[config.mk]
export PLATFORM = sky130hd
export DESIGN_NAME = mem_arbiter_burst
export DESIGN_NICKNAME = d
export VERILOG_FILES = /design/src/rtl/mem_arbiter_burst.sv
export SDC_FILE = /design/constraint.sdc
export NUM_CORES = 2
export LEC_CHECK = 0
export ABC_AREA = 1
export CAP_MARGIN = 15
export CORE_AREA = 2 2 387 389
export CTS_CLUSTER_SIZE = 16
export DETAILED_ROUTE_END_ITERATION = 10
export DIE_AREA = 0 0 389 391
export GPL_ROUTABILITY_DRIVEN = 1
export SLEW_MARGIN = 20
export SYNTH_ARGS = -nofsm -noshare
export SYNTH_HDL_FRONTEND = slang
export SYNTH_SLANG_ARGS = --single-unit
[constraint.sdc]
create_clock -name clk -period 2.6 [get_ports clk]
set_input_delay 0.52 -clock clk [delete_from_list [all_inputs] [get_ports clk]]
set_output_delay 0.52 -clock clk [all_outputs]
set_load 0.05 [all_outputs]
[src/rtl/mem_arbiter_burst.sv]
// Round-robin N-client cacheline arbiter that moves each granted line
// over the physical memory bus as LINE_WIDTH/BURST_WIDTH beats.
module mem_arbiter_burst #(
  parameter int NUM_CLIENTS = 2,
  parameter int ADDR_WIDTH  = 32,
  parameter int LINE_WIDTH  = 256,
  parameter int BURST_WIDTH = 64
) (
  input  logic                              clk,
  input  logic                              rst,
  input  logic [NUM_CLIENTS-1:0]            client_read,
  input  logic [NUM_CLIENTS-1:0]            client_write,
  input  logic [NUM_CLIENTS*ADDR_WIDTH-1:0] client_address,
  input  logic [NUM_CLIENTS*LINE_WIDTH-1:0] client_wdata,
  output logic [NUM_CLIENTS-1:0]            client_resp,
  output logic [LINE_WIDTH-1:0]             client_rdata,
  output logic [ADDR_WIDTH-1:0]             pmem_address,
  output logic                              pmem_read,
  output logic                              pmem_write,
  output logic [BURST_WIDTH-1:0]            pmem_wdata,
  input  logic [BURST_WIDTH-1:0]            pmem_rdata,
  input  logic                              pmem_resp
);

  localparam int BEATS = LINE_WIDTH / BURST_WIDTH;
  localparam int CW    = (NUM_CLIENTS > 1) ? $clog2(NUM_CLIENTS) : 1;
  localparam int BCW   = (BEATS > 1) ? $clog2(BEATS) : 1;
  localparam int OFF   = $clog2(LINE_WIDTH / 8);
  localparam logic [ADDR_WIDTH-1:0] AMASK = {ADDR_WIDTH{1'b1}} << OFF;

  typedef enum logic [1:0] {IDLE, READ, WRITE, DONE} state_t;

  state_t                 state, state_nx;
  logic [CW-1:0]          rr, gnt, pick;
  logic                   found, pick_wr, last;
  logic [BCW-1:0]         beat;
  logic [ADDR_WIDTH-1:0]  addr_q;
  logic [LINE_WIDTH-1:0]  line, line_nx;

  // First pending client at or after the rr pointer, wrapping mod NUM_CLIENTS.
  always_comb begin
    logic [CW:0] s;
    found = 1'b0;
    pick  = rr;
    for (int k = 0; k < NUM_CLIENTS; k++) begin
      s = {1'b0, rr} + (CW+1)'(k);
      if (s >= (CW+1)'(NUM_CLIENTS)) s = s - (CW+1)'(NUM_CLIENTS);
      if (!found && (client_read[s[CW-1:0]] || client_write[s[CW-1:0]])) begin
        found = 1'b1;
        pick  = s[CW-1:0];
      end
    end
  end

  assign pick_wr = client_write[pick];
  assign last    = (beat == BCW'(BEATS-1));

  always_ff @(posedge clk or negedge rst) begin
    if (!rst) state <= IDLE;
    else      state <= state_nx;
  end

  always_comb begin
    state_nx = state;
    unique case (state)
      IDLE:        if (found) state_nx = pick_wr ? WRITE : READ;
      READ, WRITE: if (pmem_resp && last) state_nx = DONE;
      DONE:        state_nx = IDLE;
      default:     state_nx = IDLE;
    endcase
  end

  // Read beats assemble into the same buffer that holds the write line.
  always_comb begin
    line_nx = line;
    line_nx[int'(beat)*BURST_WIDTH +: BURST_WIDTH] = pmem_rdata;
  end

  always_ff @(posedge clk or negedge rst) begin
    if (!rst) begin
      rr           <= '0;
      gnt          <= '0;
      beat         <= '0;
      addr_q       <= '0;
      line         <= '0;
      client_rdata <= '0;
    end else begin
      unique case (state)
        IDLE: if (found) begin
          gnt    <= pick;
          beat   <= '0;
          addr_q <= client_address[int'(pick)*ADDR_WIDTH +: ADDR_WIDTH] & AMASK;
          if (pick_wr) line <= client_wdata[int'(pick)*LINE_WIDTH +: LINE_WIDTH];
        end
        READ: if (pmem_resp) begin
          line <= line_nx;
          if (last) begin
            client_rdata <= line_nx;
            beat         <= '0;
          end else begin
            beat <= beat + 1'b1;
          end
        end
        WRITE: if (pmem_resp) beat <= last ? '0 : beat + 1'b1;
        DONE:  rr <= (gnt == CW'(NUM_CLIENTS-1)) ? '0 : gnt + 1'b1;
        default: ;
      endcase
    end
  end

  always_comb begin
    client_resp = '0;
    if (state == DONE) client_resp[gnt] = 1'b1;
  end

  assign pmem_read    = (state == READ);
  assign pmem_write   = (state == WRITE);
  assign pmem_address = addr_q;
  assign pmem_wdata   = (state == WRITE) ? line[int'(beat)*BURST_WIDTH +: BURST_WIDTH] : '0;

endmodule
==> run_results.csv <==
group,metric,value,unit
grt,grt.busiest_layer,"met2",
routing,post_drt_wl_per_cell,22.37,um
routing,drtPass1Iterations,6,
placement,post-place-ws,-68.57,ps
setup_path,endpoint_kind,"output port",
pwr,power,68.76,mW
grt,use_met1,0.2932,
pwr,leakage,27.32,nW
layout,fin_nets,7137,
grt,met2_usage,0.3900,
setup_path,cp.required,2080,ps
hold_path,hold_path_class,"input pin to asynchronous set/reset pin",
logic_synthesis,synth_cell_type_count,29,
timing,rsz0062_at_grt,"yes",
routing,dr.first_iter.drc_count,3518,
layout,final_cell_mix,"nand2_1, clkdlybuf4s50_1, inv_1, dfrtp_1, nand3_1",
routing,wirelength,189800,um
clocking,cts_root_buf,"clkbuf_16",
timing,slew_viol_final,0,
die,start_util,0.2331,
timing,setup_slack,-331.4,ps
routing,num_vias,40062,
clocking,cts.path.max_buffers,3,
grt,globalRouteMet3Util,0.05775,
logic_synthesis,synth_top_area_share,0.3938,
layout,final_common_cell,"nand2_1",
grt,antenna_found_initial,24,
outcome,violations,"negative setup slack",
layout,layout.area.seq,0.01365,mm^2
timing,min_period_over_period,1.127,
layout,fin_area,0.05251,mm^2
setup_path,crit_type,"flop to output port",
die,die-height,391,um
timing,finalHoldViolations,0,
setup_path,cp_max_fo,8,
grt,grt_usage,0.2369,
clocking,clock_latency,680,ps
placement,placement.io_buffers,987,
placement,place_area,0.04859,mm^2
clocking,ctsHtreeMaxLevel,3,
logic_synthesis,yosys_warnings,0,
grt,grt_max_degree,121,
setup_path,worstPathArrival,2410,ps
timing,finClkSkew,43.02,ps
logic_synthesis,synthesis.area,0.03463,mm^2
clocking,clk_pin_slew,70,ps
timing,setup_viol,64,
logic_synthesis,synth_area_per_cell,6.293,um^2
logic_synthesis,yosysSeqAreaShare,0.3938,
placement,dpl.hpwl,134500,um
timing,maxSlewHeadroom,0.4152,
clocking,cts_sinks,545,
clocking,numCtsBuffers,70,
layout,drive_gt1_frac,0.1049,
timing,fin_crit,2931,ps
layout,nFillCells,15763,
routing,drt-vias-per-instance,4.721,
routing,drc,0,
placement,gp_congestion,0.9280,
layout,fin_util,0.3536,
layout,fin_cells,8486,
logic_synthesis,ys_ff_latch,545,
logic_synthesis,synth_area_leaders,"dfrtp_1, nand2_1, inv_1, nand3_1, o21ai_0",
die,dieArea,0.1521,mm^2
pwr,vdd_ir_drop_max,842.9,uV
logic_synthesis,synth_area_leader_cell,"dfrtp_1",
die,fp-row-count,142,
timing,worst_slew_pin_slew,877.1,ps
timing,fmax,341.1,MHz
setup_path,start_kind,"flop",
run,drv_cap,0,
die,design.portCount,1003,
layout,multi_input_area,0.01713,mm^2
outcome,status,"finished, violations left",
grt,grt_overflow,0,
grt,grt_pass1_wl,266100,um
die,die_w,389,um
pwr,p_per_area,1309,mW/mm^2
logic_synthesis,syn_inst,5503,
routing,postRouteAntennaNets,0,
grt,grt_pass1_vias,38804,
clocking,tritoncts,"done",
placement,place_inst,8306,
die,core,0.1485,mm^2
layout,area_delta_synth_final,51.65,%
## stage by stage
stage,hold WS (ps),TNS [ps]
3_3_place_gp,440.7,-49.55
2_1_floorplan,224.4,-3134
6_report,357.6,-12540
4_1_cts,317.2,-16660
3_5_place_dp,463.6,-357.3
5_1_grt,338.3,-19580
## power breakdown
group	total [mW]	internal, mW	switching (mW)
Sequential	14.1	11.9	2.22
Combinational	44.8	15.1	29.7
Clock	9.79	5.64	4.15
## flip-flops by register name, summed over array words and instances, names as in the netlist
name	cells
rr	1
state	2
client_rdata	256
beat	2
line	256
gnt	1
pmem_address	27
## cells in the mapped netlist, drive strengths merged
cell	instances
nand4	43
o22ai	105
clkinv	5
conb	1
a31oi	29
o211ai	46
nand3	520
dfrtp	545
buf	238
ha	10
a21oi	148
o21ai	210
inv	745
nand2	2673
nor2	44
clkbuf	141
## worst max-delay path, stage by stage, from the launching register on
cell and delay [ps]:
dfrtp_4 550, buf_16 200, buf_12 170, clkbuf_16 180, a21oi_1 150, o21ai_1 90, a21oi_2 200, buf_12 160
## cell families after synthesis
kind of cell	after synthesis	share of synthesized area
fa+ha+maj	10	0.003613
buf+inv	1129	0.1337
simple gates	3280	0.3790
other cells	1	0.0001083
flops	545	0.3938
compound gates	538	0.08983
## cell type report
cell class / instances / area share
multi-input combinational: 3833 / 0.3262
sequential: 545 / 0.2599
timing repair buffer: 1280 / 0.2702
inverter: 750 / 0.05447
clock inverter: 22 / 0.003622
tap: 1944 / 0.04632
clock buffer: 99 / 0.03872
antenna: 13 / 0.0006195
## final timing paths
| check | depth (start not counted) | start | slack [ps] | end |
|---|---|---|---|---|
| max in group asynchronous | 4 | rst | 1150 | line[21]$_DFFE_PN0P_ |
| worst min register to register | 2 | client_rdata[68]$_DFFE_PN0P_ | 480 | client_rdata[68]$_DFFE_PN0P_ |
| worst max-delay path | 7 | beat[0]$_DFFE_PN0P_ | -330 | pmem_wdata[33] |
| worst min-delay path | 2 | rst | 360 | pmem_address[10]$_DFFE_PN0P_ |
| worst max register to register | 10 | beat[0]$_DFFE_PN0P_ | 90 | client_rdata[78]$_DFFE_PN0P_ |
| min in group clk | 3 | client_address[31] | 430 | pmem_address[31]$_DFFE_PN0P_ |
## routing by layer
layer,share of wire,vias to the layer above
li1,-,18859
met1,0.41,18991
met2,0.47,1849
met3,0.082,353
met4,0.043,10
met5,0.00032,-
## what timing repair did
| item | CTS | global route |
|---|---|---|
| cloned | 13 | 10 |
| pin swaps | 26 | 47 |
| gates resized for setup | 136 | 145 |
| hold endpoints to repair | 29 | 0 |
| buffers inserted | 15 | 14 |
| hold buffers | 1 | 0 |
| setup endpoints to repair | 66 | 153 |
(Power assumes the default switching activity.)
